### config.mk
export PLATFORM = sky130hd
export DESIGN_NAME = control_sequencer_flat
export DESIGN_NICKNAME = d
export VERILOG_FILES = /design/src/rtl/control_sequencer_if.sv /design/src/rtl/control_sequencer.sv /design/src/flat_wrapper.sv
export SDC_FILE = /design/constraint.sdc
export NUM_CORES = 1
export LEC_CHECK = 0
export ABC_AREA = 0
export ABC_CLOCK_PERIOD_IN_PS = 2700
export CORE_MARGIN = 4
export CORE_UTILIZATION = 47
export DETAILED_ROUTE_END_ITERATION = 10
export PLACE_DENSITY = 0.79
export SLEW_MARGIN = 5
export SYNTH_ARGS = -nofsm -noshare
export SYNTH_HDL_FRONTEND = slang
export SYNTH_SLANG_ARGS = --single-unit
### constraint.sdc
create_clock -name clk -period 2.7 [get_ports clk]
set_input_delay 0.405 -clock clk [delete_from_list [all_inputs] [get_ports clk]]
set_output_delay 0.405 -clock clk [all_outputs]
set_load 0.01 [all_outputs]
### src/rtl/control_sequencer_if.sv
// Handshake and control bundle between the instruction front end and control_sequencer.
interface control_sequencer_if #(
  parameter int unsigned OP_W    = 5,
  parameter int unsigned ALUOP_W = 5
);
  logic               in_valid;
  logic               in_ready;
  logic [OP_W-1:0]    opcode;
  logic [ALUOP_W-1:0] aluop;
  logic               flush;
  logic               md_ready;
  logic               md_exception;
  logic               alu_ovf;
  logic               md_start;
  logic               md_sel;
  logic               md_timeout;
  logic               out_valid;
  logic               br_ctrl;
  logic               jp_ctrl;
  logic               ALUinB_ctrl;
  logic               DMwe_ctrl;
  logic               Rwe_ctrl;
  logic               Rdst_ctrl;
  logic               Rwd_ctrl;
  logic [ALUOP_W-1:0] ALUop_ctrl;
  logic               exc_we;
  logic [2:0]         exc_code;

  modport master (
    output in_valid, opcode, aluop, flush, md_ready, md_exception, alu_ovf,
    input  in_ready, md_start, md_sel, md_timeout, out_valid, br_ctrl, jp_ctrl, ALUinB_ctrl,
           DMwe_ctrl, Rwe_ctrl, Rdst_ctrl, Rwd_ctrl, ALUop_ctrl, exc_we, exc_code
  );

  modport slave (
    input  in_valid, opcode, aluop, flush, md_ready, md_exception, alu_ovf,
    output in_ready, md_start, md_sel, md_timeout, out_valid, br_ctrl, jp_ctrl, ALUinB_ctrl,
           DMwe_ctrl, Rwe_ctrl, Rdst_ctrl, Rwd_ctrl, ALUop_ctrl, exc_we, exc_code
  );
endinterface

### src/rtl/control_sequencer.sv
// Decodes instructions into registered datapath controls and sequences multi-cycle mul/div.
// Exception status reporting is built only when CTRL_EXC_EN is defined.
module control_sequencer #(
  parameter int unsigned OP_W       = 5,
  parameter int unsigned ALUOP_W    = 5,
  parameter int unsigned MD_TIMEOUT = 64
) (
  input logic                clk,
  input logic                rst,
  control_sequencer_if.slave bus
);
  localparam int unsigned     CntW    = $clog2(MD_TIMEOUT + 1);
  localparam logic [CntW-1:0] CntLast = CntW'(MD_TIMEOUT - 1);

  typedef enum logic [0:0] {StIdle, StMdWait} state_e;

  state_e             state_q, state_d;
  logic [CntW-1:0]    cnt_q, cnt_d;
  logic [ALUOP_W-1:0] md_aluop_q, md_aluop_d;
  logic               md_sel_q, md_sel_d;
  logic               md_start_q, md_start_d;
  logic               md_timeout_q, md_timeout_d;
  logic               out_valid_q, out_valid_d;
  logic               br_q, br_d, jp_q, jp_d, alu_inb_q, alu_inb_d, dm_we_q, dm_we_d;
  logic               rwe_q, rwe_d, rdst_q, rdst_d, rwd_q, rwd_d;
  logic [ALUOP_W-1:0] aluop_q, aluop_d;

  logic is_r, is_j, is_bne, is_jal, is_jr, is_addi, is_blt, is_sw, is_lw, is_md;
  logic in_ready, accept, issue, md_done;

  always_comb begin
    is_r    = bus.opcode == OP_W'(0);
    is_j    = bus.opcode == OP_W'(1);
    is_bne  = bus.opcode == OP_W'(2);
    is_jal  = bus.opcode == OP_W'(3);
    is_jr   = bus.opcode == OP_W'(4);
    is_addi = bus.opcode == OP_W'(5);
    is_blt  = bus.opcode == OP_W'(6);
    is_sw   = bus.opcode == OP_W'(7);
    is_lw   = bus.opcode == OP_W'(8);
    is_md   = is_r & ((bus.aluop == ALUOP_W'(6)) | (bus.aluop == ALUOP_W'(7)));
  end

  assign in_ready = (state_q == StIdle);
  assign accept   = bus.in_valid & in_ready & ~bus.flush;
  assign issue    = accept & ~is_md;
  // The first wait cycle (counter still 0) ignores md_ready; flush always wins.
  assign md_done  = (state_q == StMdWait) & ~bus.flush & bus.md_ready & (cnt_q != '0);

  always_comb begin
    state_d      = state_q;
    cnt_d        = cnt_q;
    md_aluop_d   = md_aluop_q;
    md_sel_d     = md_sel_q;
    md_start_d   = 1'b0;
    md_timeout_d = 1'b0;
    out_valid_d  = 1'b0;
    br_d         = 1'b0;
    jp_d         = 1'b0;
    alu_inb_d    = 1'b0;
    dm_we_d      = 1'b0;
    rwe_d        = 1'b0;
    rdst_d       = 1'b0;
    rwd_d        = 1'b0;
    aluop_d      = '0;
    unique case (state_q)
      StIdle: begin
        if (accept && is_md) begin
          state_d    = StMdWait;
          cnt_d      = '0;
          md_aluop_d = bus.aluop;
          md_sel_d   = (bus.aluop == ALUOP_W'(7));
          md_start_d = 1'b1;
        end else if (issue) begin
          out_valid_d = 1'b1;
          br_d        = is_bne | is_blt;
          jp_d        = is_j | is_jal | is_jr;
          alu_inb_d   = is_addi | is_lw | is_sw;
          dm_we_d     = is_sw;
          rwe_d       = is_r | is_addi | is_lw | is_jal;
          rdst_d      = is_r;
          rwd_d       = is_lw;
          if (is_r) begin
            aluop_d = bus.aluop;
          end else if (is_bne || is_blt) begin
            aluop_d = ALUOP_W'(1);
          end
        end
      end
      StMdWait: begin
        cnt_d = cnt_q + 1'b1;
        if (bus.flush) begin
          state_d = StIdle;
        end else if (md_done) begin
          state_d     = StIdle;
          out_valid_d = 1'b1;
          rwe_d       = 1'b1;
          rdst_d      = 1'b1;
          aluop_d     = md_aluop_q;
        end else if (cnt_q == CntLast) begin
          state_d      = StIdle;
          out_valid_d  = 1'b1;
          md_timeout_d = 1'b1;
        end
      end
      default: state_d = StIdle;
    endcase
  end

  always_ff @(posedge clk or posedge rst) begin
    if (rst) begin
      state_q      <= StIdle;
      cnt_q        <= '0;
      md_aluop_q   <= '0;
      md_sel_q     <= 1'b0;
      md_start_q   <= 1'b0;
      md_timeout_q <= 1'b0;
      out_valid_q  <= 1'b0;
      br_q         <= 1'b0;
      jp_q         <= 1'b0;
      alu_inb_q    <= 1'b0;
      dm_we_q      <= 1'b0;
      rwe_q        <= 1'b0;
      rdst_q       <= 1'b0;
      rwd_q        <= 1'b0;
      aluop_q      <= '0;
    end else begin
      state_q      <= state_d;
      cnt_q        <= cnt_d;
      md_aluop_q   <= md_aluop_d;
      md_sel_q     <= md_sel_d;
      md_start_q   <= md_start_d;
      md_timeout_q <= md_timeout_d;
      out_valid_q  <= out_valid_d;
      br_q         <= br_d;
      jp_q         <= jp_d;
      alu_inb_q    <= alu_inb_d;
      dm_we_q      <= dm_we_d;
      rwe_q        <= rwe_d;
      rdst_q       <= rdst_d;
      rwd_q        <= rwd_d;
      aluop_q      <= aluop_d;
    end
  end

  assign bus.in_ready    = in_ready;
  assign bus.md_start    = md_start_q;
  assign bus.md_sel      = md_sel_q;
  assign bus.md_timeout  = md_timeout_q;
  assign bus.out_valid   = out_valid_q;
  assign bus.br_ctrl     = br_q;
  assign bus.jp_ctrl     = jp_q;
  assign bus.ALUinB_ctrl = alu_inb_q;
  assign bus.DMwe_ctrl   = dm_we_q;
  assign bus.Rdst_ctrl   = rdst_q;
  assign bus.Rwd_ctrl    = rwd_q;
  assign bus.ALUop_ctrl  = aluop_q;

`ifdef CTRL_EXC_EN
  // Nonzero code marks an output whose overflow (or MD exception) raises that code.
  logic [2:0] ovf_code_q, ovf_code_d, md_exc_q, md_exc_d;
  logic       exc_we;

  always_comb begin
    ovf_code_d = 3'd0;
    if (issue && is_r && (bus.aluop == ALUOP_W'(0))) begin
      ovf_code_d = 3'd1;
    end else if (issue && is_addi) begin
      ovf_code_d = 3'd2;
    end else if (issue && is_r && (bus.aluop == ALUOP_W'(1))) begin
      ovf_code_d = 3'd3;
    end
    md_exc_d = (md_done && bus.md_exception) ? (md_sel_q ? 3'd5 : 3'd4) : 3'd0;
  end

  always_ff @(posedge clk or posedge rst) begin
    if (rst) begin
      ovf_code_q <= 3'd0;
      md_exc_q   <= 3'd0;
    end else begin
      ovf_code_q <= ovf_code_d;
      md_exc_q   <= md_exc_d;
    end
  end

  assign exc_we       = out_valid_q & ((bus.alu_ovf & (ovf_code_q != 3'd0)) | (md_exc_q != 3'd0));
  assign bus.exc_we   = exc_we;
  assign bus.exc_code = exc_we ? ((md_exc_q != 3'd0) ? md_exc_q : ovf_code_q) : 3'd0;
  assign bus.Rwe_ctrl = rwe_q & ~exc_we;
`else
  logic unused_exc_inputs;
  assign unused_exc_inputs = bus.alu_ovf ^ bus.md_exception;
  assign bus.exc_we        = 1'b0;
  assign bus.exc_code      = 3'd0;
  assign bus.Rwe_ctrl      = rwe_q;
`endif
endmodule

### src/flat_wrapper.sv
// flat-port wrapper written by rule: the top's interface ports become plain ports
module control_sequencer_flat 
#(
  parameter int unsigned OP_W       = 5,
  parameter int unsigned ALUOP_W    = 5,
  parameter int unsigned MD_TIMEOUT = 64
)
  (clk, rst, bus_in_valid, bus_opcode, bus_aluop, bus_flush, bus_md_ready, bus_md_exception, bus_alu_ovf, bus_in_ready, bus_md_start, bus_md_sel, bus_md_timeout, bus_out_valid, bus_br_ctrl, bus_jp_ctrl, bus_ALUinB_ctrl, bus_DMwe_ctrl, bus_Rwe_ctrl, bus_Rdst_ctrl, bus_Rwd_ctrl, bus_ALUop_ctrl, bus_exc_we, bus_exc_code);
  control_sequencer_if #(.OP_W(OP_W), .ALUOP_W(ALUOP_W)) bus_i ();
  input logic clk;
  input logic rst;
  input wire logic [$bits(bus_i.in_valid)-1:0] bus_in_valid;
  input wire logic [$bits(bus_i.opcode)-1:0] bus_opcode;
  input wire logic [$bits(bus_i.aluop)-1:0] bus_aluop;
  input wire logic [$bits(bus_i.flush)-1:0] bus_flush;
  input wire logic [$bits(bus_i.md_ready)-1:0] bus_md_ready;
  input wire logic [$bits(bus_i.md_exception)-1:0] bus_md_exception;
  input wire logic [$bits(bus_i.alu_ovf)-1:0] bus_alu_ovf;
  output wire logic [$bits(bus_i.in_ready)-1:0] bus_in_ready;
  output wire logic [$bits(bus_i.md_start)-1:0] bus_md_start;
  output wire logic [$bits(bus_i.md_sel)-1:0] bus_md_sel;
  output wire logic [$bits(bus_i.md_timeout)-1:0] bus_md_timeout;
  output wire logic [$bits(bus_i.out_valid)-1:0] bus_out_valid;
  output wire logic [$bits(bus_i.br_ctrl)-1:0] bus_br_ctrl;
  output wire logic [$bits(bus_i.jp_ctrl)-1:0] bus_jp_ctrl;
  output wire logic [$bits(bus_i.ALUinB_ctrl)-1:0] bus_ALUinB_ctrl;
  output wire logic [$bits(bus_i.DMwe_ctrl)-1:0] bus_DMwe_ctrl;
  output wire logic [$bits(bus_i.Rwe_ctrl)-1:0] bus_Rwe_ctrl;
  output wire logic [$bits(bus_i.Rdst_ctrl)-1:0] bus_Rdst_ctrl;
  output wire logic [$bits(bus_i.Rwd_ctrl)-1:0] bus_Rwd_ctrl;
  output wire logic [$bits(bus_i.ALUop_ctrl)-1:0] bus_ALUop_ctrl;
  output wire logic [$bits(bus_i.exc_we)-1:0] bus_exc_we;
  output wire logic [$bits(bus_i.exc_code)-1:0] bus_exc_code;
  assign bus_i.in_valid = bus_in_valid;
  assign bus_i.opcode = bus_opcode;
  assign bus_i.aluop = bus_aluop;
  assign bus_i.flush = bus_flush;
  assign bus_i.md_ready = bus_md_ready;
  assign bus_i.md_exception = bus_md_exception;
  assign bus_i.alu_ovf = bus_alu_ovf;
  assign bus_in_ready = bus_i.in_ready;
  assign bus_md_start = bus_i.md_start;
  assign bus_md_sel = bus_i.md_sel;
  assign bus_md_timeout = bus_i.md_timeout;
  assign bus_out_valid = bus_i.out_valid;
  assign bus_br_ctrl = bus_i.br_ctrl;
  assign bus_jp_ctrl = bus_i.jp_ctrl;
  assign bus_ALUinB_ctrl = bus_i.ALUinB_ctrl;
  assign bus_DMwe_ctrl = bus_i.DMwe_ctrl;
  assign bus_Rwe_ctrl = bus_i.Rwe_ctrl;
  assign bus_Rdst_ctrl = bus_i.Rdst_ctrl;
  assign bus_Rwd_ctrl = bus_i.Rwd_ctrl;
  assign bus_ALUop_ctrl = bus_i.ALUop_ctrl;
  assign bus_exc_we = bus_i.exc_we;
  assign bus_exc_code = bus_i.exc_code;
  control_sequencer #(.OP_W(OP_W), .ALUOP_W(ALUOP_W), .MD_TIMEOUT(MD_TIMEOUT)) u_core (.clk(clk), .rst(rst), .bus(bus_i));
endmodule
==> results.cfg, run 1 <==
[pwr]
max-vdd-ir-drop_v = 0.000343
p_per_area_mw_per_mm2 = 470
leakage_nw = 0.795

[floorplan]
fp.dieH_um = 62.0
die_x_um = 62.0
boundaryPins = 38
initial_core_util_pct = 49.2
die_area_mm2 = 0.00384
rows = 19
coreArea_mm2 = 0.00278

[critical_path]
critPathMaxFanout = 10
end_kind = primary output
path_class = reg -> out
r2r_end = u_core.bus.md_sel
cp.required_ns = 2.30
reg2reg_from = u_core.state_q
worstSetupStartpointType = register
arrival_ns = 1.76
cp-endpoint = bus_in_ready
worstPathCellList = clkinv_1, clkdlybuf4s50_1
path_buf_inv = 2
crit_slowest_cell = clkdlybuf4s50_1
startpoint = u_core.state_q
reg2reg_setup_slack_ns = 0.67
crit_family = buffers and inverters
max_stage_delay_ns = 0.57
path_depth = 2
rr_worst_depth = 3

[clock_network]
cts_root_buffer = clkbuf_4
cts_tree = yes
ctsResizeCount = 0
cts_hold_buf = 0
cts_buffer_depth = 2
numCtsBuffers = 5
post_cts_buffers = 0
cts-htree-levels = 2
clock_sinks = 29
clock_latency_ns = 0.32
cts.clk_slew.worst_paths_ns = 0.08

[timing]
fin_crit_sh_pct = 80.0
setup_viol = 0
period_minus_slack_ns = 2.16
rsz0062_at_grt = false
worst_pin_slew_ns = 0.560
fin_skew_ns = 0.00292
clock.fmax_mhz = 463
relSlewSlack_pct = 62.2
finalHoldViolCount = 0
tns_ns = 0
slew_violations = 0

[cells_and_area]
fin_cells = 190
final_area_mm2 = 0.00176
diodes = 0
area_growth_pct = 28.7
layout_commonest_cell = clkdlybuf4s50_1
nets = 178
mostFrequentLayoutCells = 31 x clkdlybuf4s50_1, 29 x dfrtp_1, 7 x inv_1
fill_cells = 215
drive_gt1_share_pct = 14.5

[logic_synthesis]
synth_edf_count = 0
syn-instance-count = 120
netlist_top_cells_area = dfrtp_1 53%, a22o_1 3.2%, xnor2_1 2.6%, buf_4 2.2%, inv_1 1.9%
syn_area_per_cell_um2 = 11.4
ys_types = 47
synthFlopType = dfrtp_1
netlist_area_mm2 = 0.00137
synth_top_area_share_pct = 53.0
ys_seq_area_share_pct = 53.0
synth-seq-cells = 29
yosysWarnings = 0
ys_async_sr_fraction_pct = 100
synth_top_area_cell = dfrtp_1

[grt]
grt_max_degree = 30
grt_antenna_before_repair = 0
grt_pass1_vias = 974
grt-ovfl-total = 0
track_usage_pct = 16.3
grt_pass1_wl_um = 4340

[route]
post-route-drc-count = 0
ant_nets = 0
vias = 1053
wl_um = 2760
dr.pass1.iters = 4
post_drt_wl_per_cell_um = 14.5
avgViaCountPerCell = 5.54
drt-initial-drc-count = 36

[place]
dp_cells = 183
io_buffer_count = 31
place_congestion = 0.820
dpl_cell_area_mm2 = 0.00171
detailedPlacementHpwl_um = 1990

[run_status]
outcome = finished clean

[flow_run]
drv_cap = 0

[min_path]
hold_path_class = in -> async
## metrics by stage
stage | hold WS (ns) | power, mW | util [%] | setup slack, ns
after floorplan | 0.433 | 0.529 | - | 0.741
after global placement | 0.452 | 0.570 | 61.4 | 0.276
after detailed placement | 0.456 | 0.574 | 61.4 | 0.263
after CTS | 0.450 | 0.838 | 63.3 | 0.525
after global routing | 0.475 | 0.873 | 63.3 | 0.392
final | 0.448 | 0.828 | 63.3 | 0.539
## cells in the mapped netlist, types with 2 or more instances
library cell	number
dfrtp_1	29
inv_1	7
a22o_1	5
nor2_1	5
buf_4	4
nand3_1	4
nor3_1	4
or2_2	4
or3_1	4
xnor2_1	4
a31o_2	3
nand2_1	3
a21oi_1	2
and2_1	2
buf_6	2
ha_1	2
o211ai_1	2
o21ai_0	2
o31ai_1	2
o41ai_1	2
or2b_1	2
## worst reg2reg max path, cell delays in order, from the launching register on
cell and delay [ns]:
dfrtp_1 0.50, or3b_4 0.45, or4_4 0.64, mux2_4 0.33
## area by class of cell
type | count | area, um^2 | area share, %
Inverter | 8 | 30.0 | 1.70
Sequential cell | 29 | 726 | 41.2
Timing Repair Buffer | 35 | 340 | 19.3
Clock buffer | 7 | 55.1 | 3.12
Multi-Input combinational cell | 80 | 572 | 32.5
Tap cell | 31 | 38.8 | 2.20
## worst min-delay path by stage
stage / from / slack (ns) / to / cells past startpoint
after global routing: rst / 0.47 / u_core.bus.Rdst_ctrl / 3
after global placement: u_core.md_aluop_q[2] / 0.45 / u_core.md_aluop_q[2] / 1
final: rst / 0.45 / u_core.bus.Rdst_ctrl / 3
after CTS: rst / 0.45 / u_core.bus.Rdst_ctrl / 3
after detailed placement: u_core.md_aluop_q[2] / 0.46 / u_core.md_aluop_q[2] / 1
after floorplan: u_core.md_aluop_q[1] / 0.43 / u_core.md_aluop_q[1] / 1
## power by group
group          internal [mW]  switching (mW)  leakage, nW
Combinational         0.0526          0.0481        0.375
Clock                  0.123           0.140       0.0314
Sequential             0.448          0.0162        0.388
## state kept, by name, summed over array words and instances, names as in the netlist
name and flops:
u_core.bus.DMwe_ctrl 1, u_core.md_aluop_q 5, u_core.bus.md_sel 1, u_core.bus.Rwe_ctrl 1
u_core.state_q 1, u_core.bus.md_start 1, u_core.bus.ALUop_ctrl 5, u_core.bus.Rdst_ctrl 1
u_core.bus.out_valid 1, u_core.bus.br_ctrl 1, u_core.bus.md_timeout 1, u_core.cnt_q 7
u_core.bus.Rwd_ctrl 1, u_core.bus.jp_ctrl 1, u_core.bus.ALUinB_ctrl 1
## logic make-up (layout without fill, tap and decap cells)
logic type	after synthesis	after routing	share of synthesized area, %
buf+inv	14	50	6.03
flops	29	29	53.0
other cells	1	4	0.274
compound gates	25	25	14.2
simple gates	42	42	19.5
xor+xnor	4	4	2.56
mux	3	3	2.65
fa+ha+maj	2	2	1.83
## routing by layer
metal / routed length (um) / up-vias / GRT usage [%]
met1: 1190 / 511 / 18.7
met3: 155 / 8 / 4.55
met5: 0 / - / 0
met2: 1330 / 29 / 26.0
met4: 83 / 0 / 11.5
li1: - / 505 / -
Note: power is estimated with default switching activity, not from simulation.
==> inputs of run 2 (changes only) <==
ABC_CLOCK_PERIOD_IN_PS = 2000   (was 2700)
clock period = 2 ns   (was 2.7 ns; I/O delays follow)
==> run 2 against run 1 <==
Worst setup slack got worse by 0.51 ns. Sequential power increased by 33%. Clock power increased by 25%. Flip-flop and latch count unchanged. Worst hold slack got worse by 0.13 ns. Combinational power increased by 71%.
==> results.cfg, run 2 (synthesis results as in run 1) <==
[pwr]
p_sw_uw = 291
leakage_nw = 0.887
total_power_mw = 1.12
p_comb_share_pct = 15.4
clkPwrFrac_pct = 29.4
p_per_area_mw_per_mm2 = 593
internal-power_uw = 832
max-vdd-ir-drop_v = 0.000440
p_seq_share_pct = 55.2
switching_share_pct = 25.9

[route]
avgViaCountPerCell = 5.61
dr.pass1.iters = 4
post-route-drc-count = 0
vias = 1162
drt-initial-drc-count = 33
wl_um = 3090
ant_nets = 0
post_drt_wl_per_cell_um = 14.9

[critical_path]
arrival_ns = 2.17
critPathMaxFanout = 11
end_kind = register
cp.required_ns = 2.21
rr_worst_depth = 5
path_class = in -> reg
worstSetupStartpointType = input port

[timing]
setup_viol = 0
period_minus_slack_ns = 1.97
fin_crit_sh_pct = 98.4
finalHoldViolCount = 0
clock.fmax_mhz = 508
rsz0062_at_grt = false
slew_violations = 0
fin_skew_ns = 0.0100

[cells_and_area]
drive_gt1_share_pct = 23.9
largest_reg_flops = 7
nets = 194
diodes = 0
mostFrequentLayoutCells = 29 x clkdlybuf4s50_1, 29 x dfrtp_1, 20 x buf_4
fin_cells = 207
area_growth_pct = 38.4
largest-register = u_core.cnt_q

[clock_network]
cts_tree = yes
clock_sinks = 29
cts_buffer_depth = 2
cts_root_buffer = clkbuf_4
cts.clk_slew.worst_paths_ns = 0.09
post_cts_buffers = 0
cts_hold_buf = 0
numCtsBuffers = 5
cts-htree-levels = 2
clock_latency_ns = 0.32

[grt]
grt_pass1_wl_um = 4930
busiest_layer = met2
met1_usage_pct = 21.7
grt_pass1_vias = 1094
track_usage_pct = 18.2
grt_antenna_before_repair = 0
grtUsageMet3_pct = 5.17
grt-ovfl-total = 0
grt_use_met2_pct = 29.6
grt_max_degree = 30

[floorplan]
rows = 19
coreArea_mm2 = 0.00278
die_area_mm2 = 0.00384
initial_core_util_pct = 49.2
die_x_um = 62.0
fp.dieH_um = 62.0
boundaryPins = 38

[flow_run]
drv_cap = 0

[min_path]
hold_path_class = in -> reg
whs_path_depth = 2

[place]
detailedPlacementHpwl_um = 2280
io_buffer_count = 31
place_congestion = 0.882
dp_cells = 199

[run_status]
outcome = finished clean
==> run 2: cell types whose count changed in the layout (fill, tap and decap cells not counted), sizes merged <==
| cell | previous run | this run |
|---|---|---|
| clkinv | 1 | 2 |
| clkdlybuf4s50 | 31 | 29 |
| buf | 4 | 20 |
| clkbuf | 7 | 6 |
| clkinvlp | 0 | 1 |
| dlymetal6s2s | 0 | 2 |
==> run 2: final cells by class <==
type | count | area [um^2]
clock inverter | 2 | 10.0
inverter | 8 | 33.8
fill | 207 | 887
timing repair buffer | 51 | 465
clock buffer | 6 | 41.3
multi-input combinational | 80 | 579
tap | 31 | 38.8
sequential | 29 | 726
==> run 2: stage by stage <==
step	setup slack, ns	TNS, ns	utilization, %	hold slack (ns)	cell area (um^2)
after floorplan	0.0406	0	-	0.372	1380
after global placement	-0.265	-2.34	65.7	0.451	1830
after detailed placement	-0.313	-3.07	65.7	0.451	1830
after CTS	0.0169	0	67.5	0.348	1880
after global routing	0.0111	0	68.1	0.320	1890
final	0.0325	0	68.1	0.323	1890
==> run 2: path summary, 6_finish.rpt <==
check / startpoint / endpoint / slack (ns)
min reg2reg: u_core.md_aluop_q[2] / u_core.md_aluop_q[2] / 0.47
max: bus_in_valid / u_core.bus.md_sel / 0.03
min in group asynchronous: rst / u_core.cnt_q[1] / 0.35
max in group asynchronous: rst / u_core.bus.md_timeout / 1.38
min: bus_flush / u_core.bus.out_valid / 0.32
max reg2reg: u_core.cnt_q[1] / u_core.bus.Rdst_ctrl / 0.08
==> run 2: layer usage <==
metal	routed length, um	vias up
met2	1550	44
met3	174	10
met1	1290	569
met4	74	0
met5	0	-
li1	-	539
==> run 2: worst max-delay path: stages <==
cell,delay [ns]
clkdlybuf4s50_1,0.52
or3b_4,0.40
or4_4,0.63
mux2_4,0.32
==> run 2: power by group through the flow <==
stage	clock, mW	sequential [mW]	combinational, mW
6_report	0.330	0.620	0.173
5_1_grt	0.369	0.623	0.190
4_1_cts	0.340	0.619	0.174
3_5_place_dp	0	0.631	0.172
3_3_place_gp	0	0.630	0.167
2_1_floorplan	0	0.635	0.0786
==> run 2: what timing repair did <==
action	CTS	global route
endpoints found under the hold margin	0	0
resized for setup	0	4
endpoints found under the setup margin	0	3
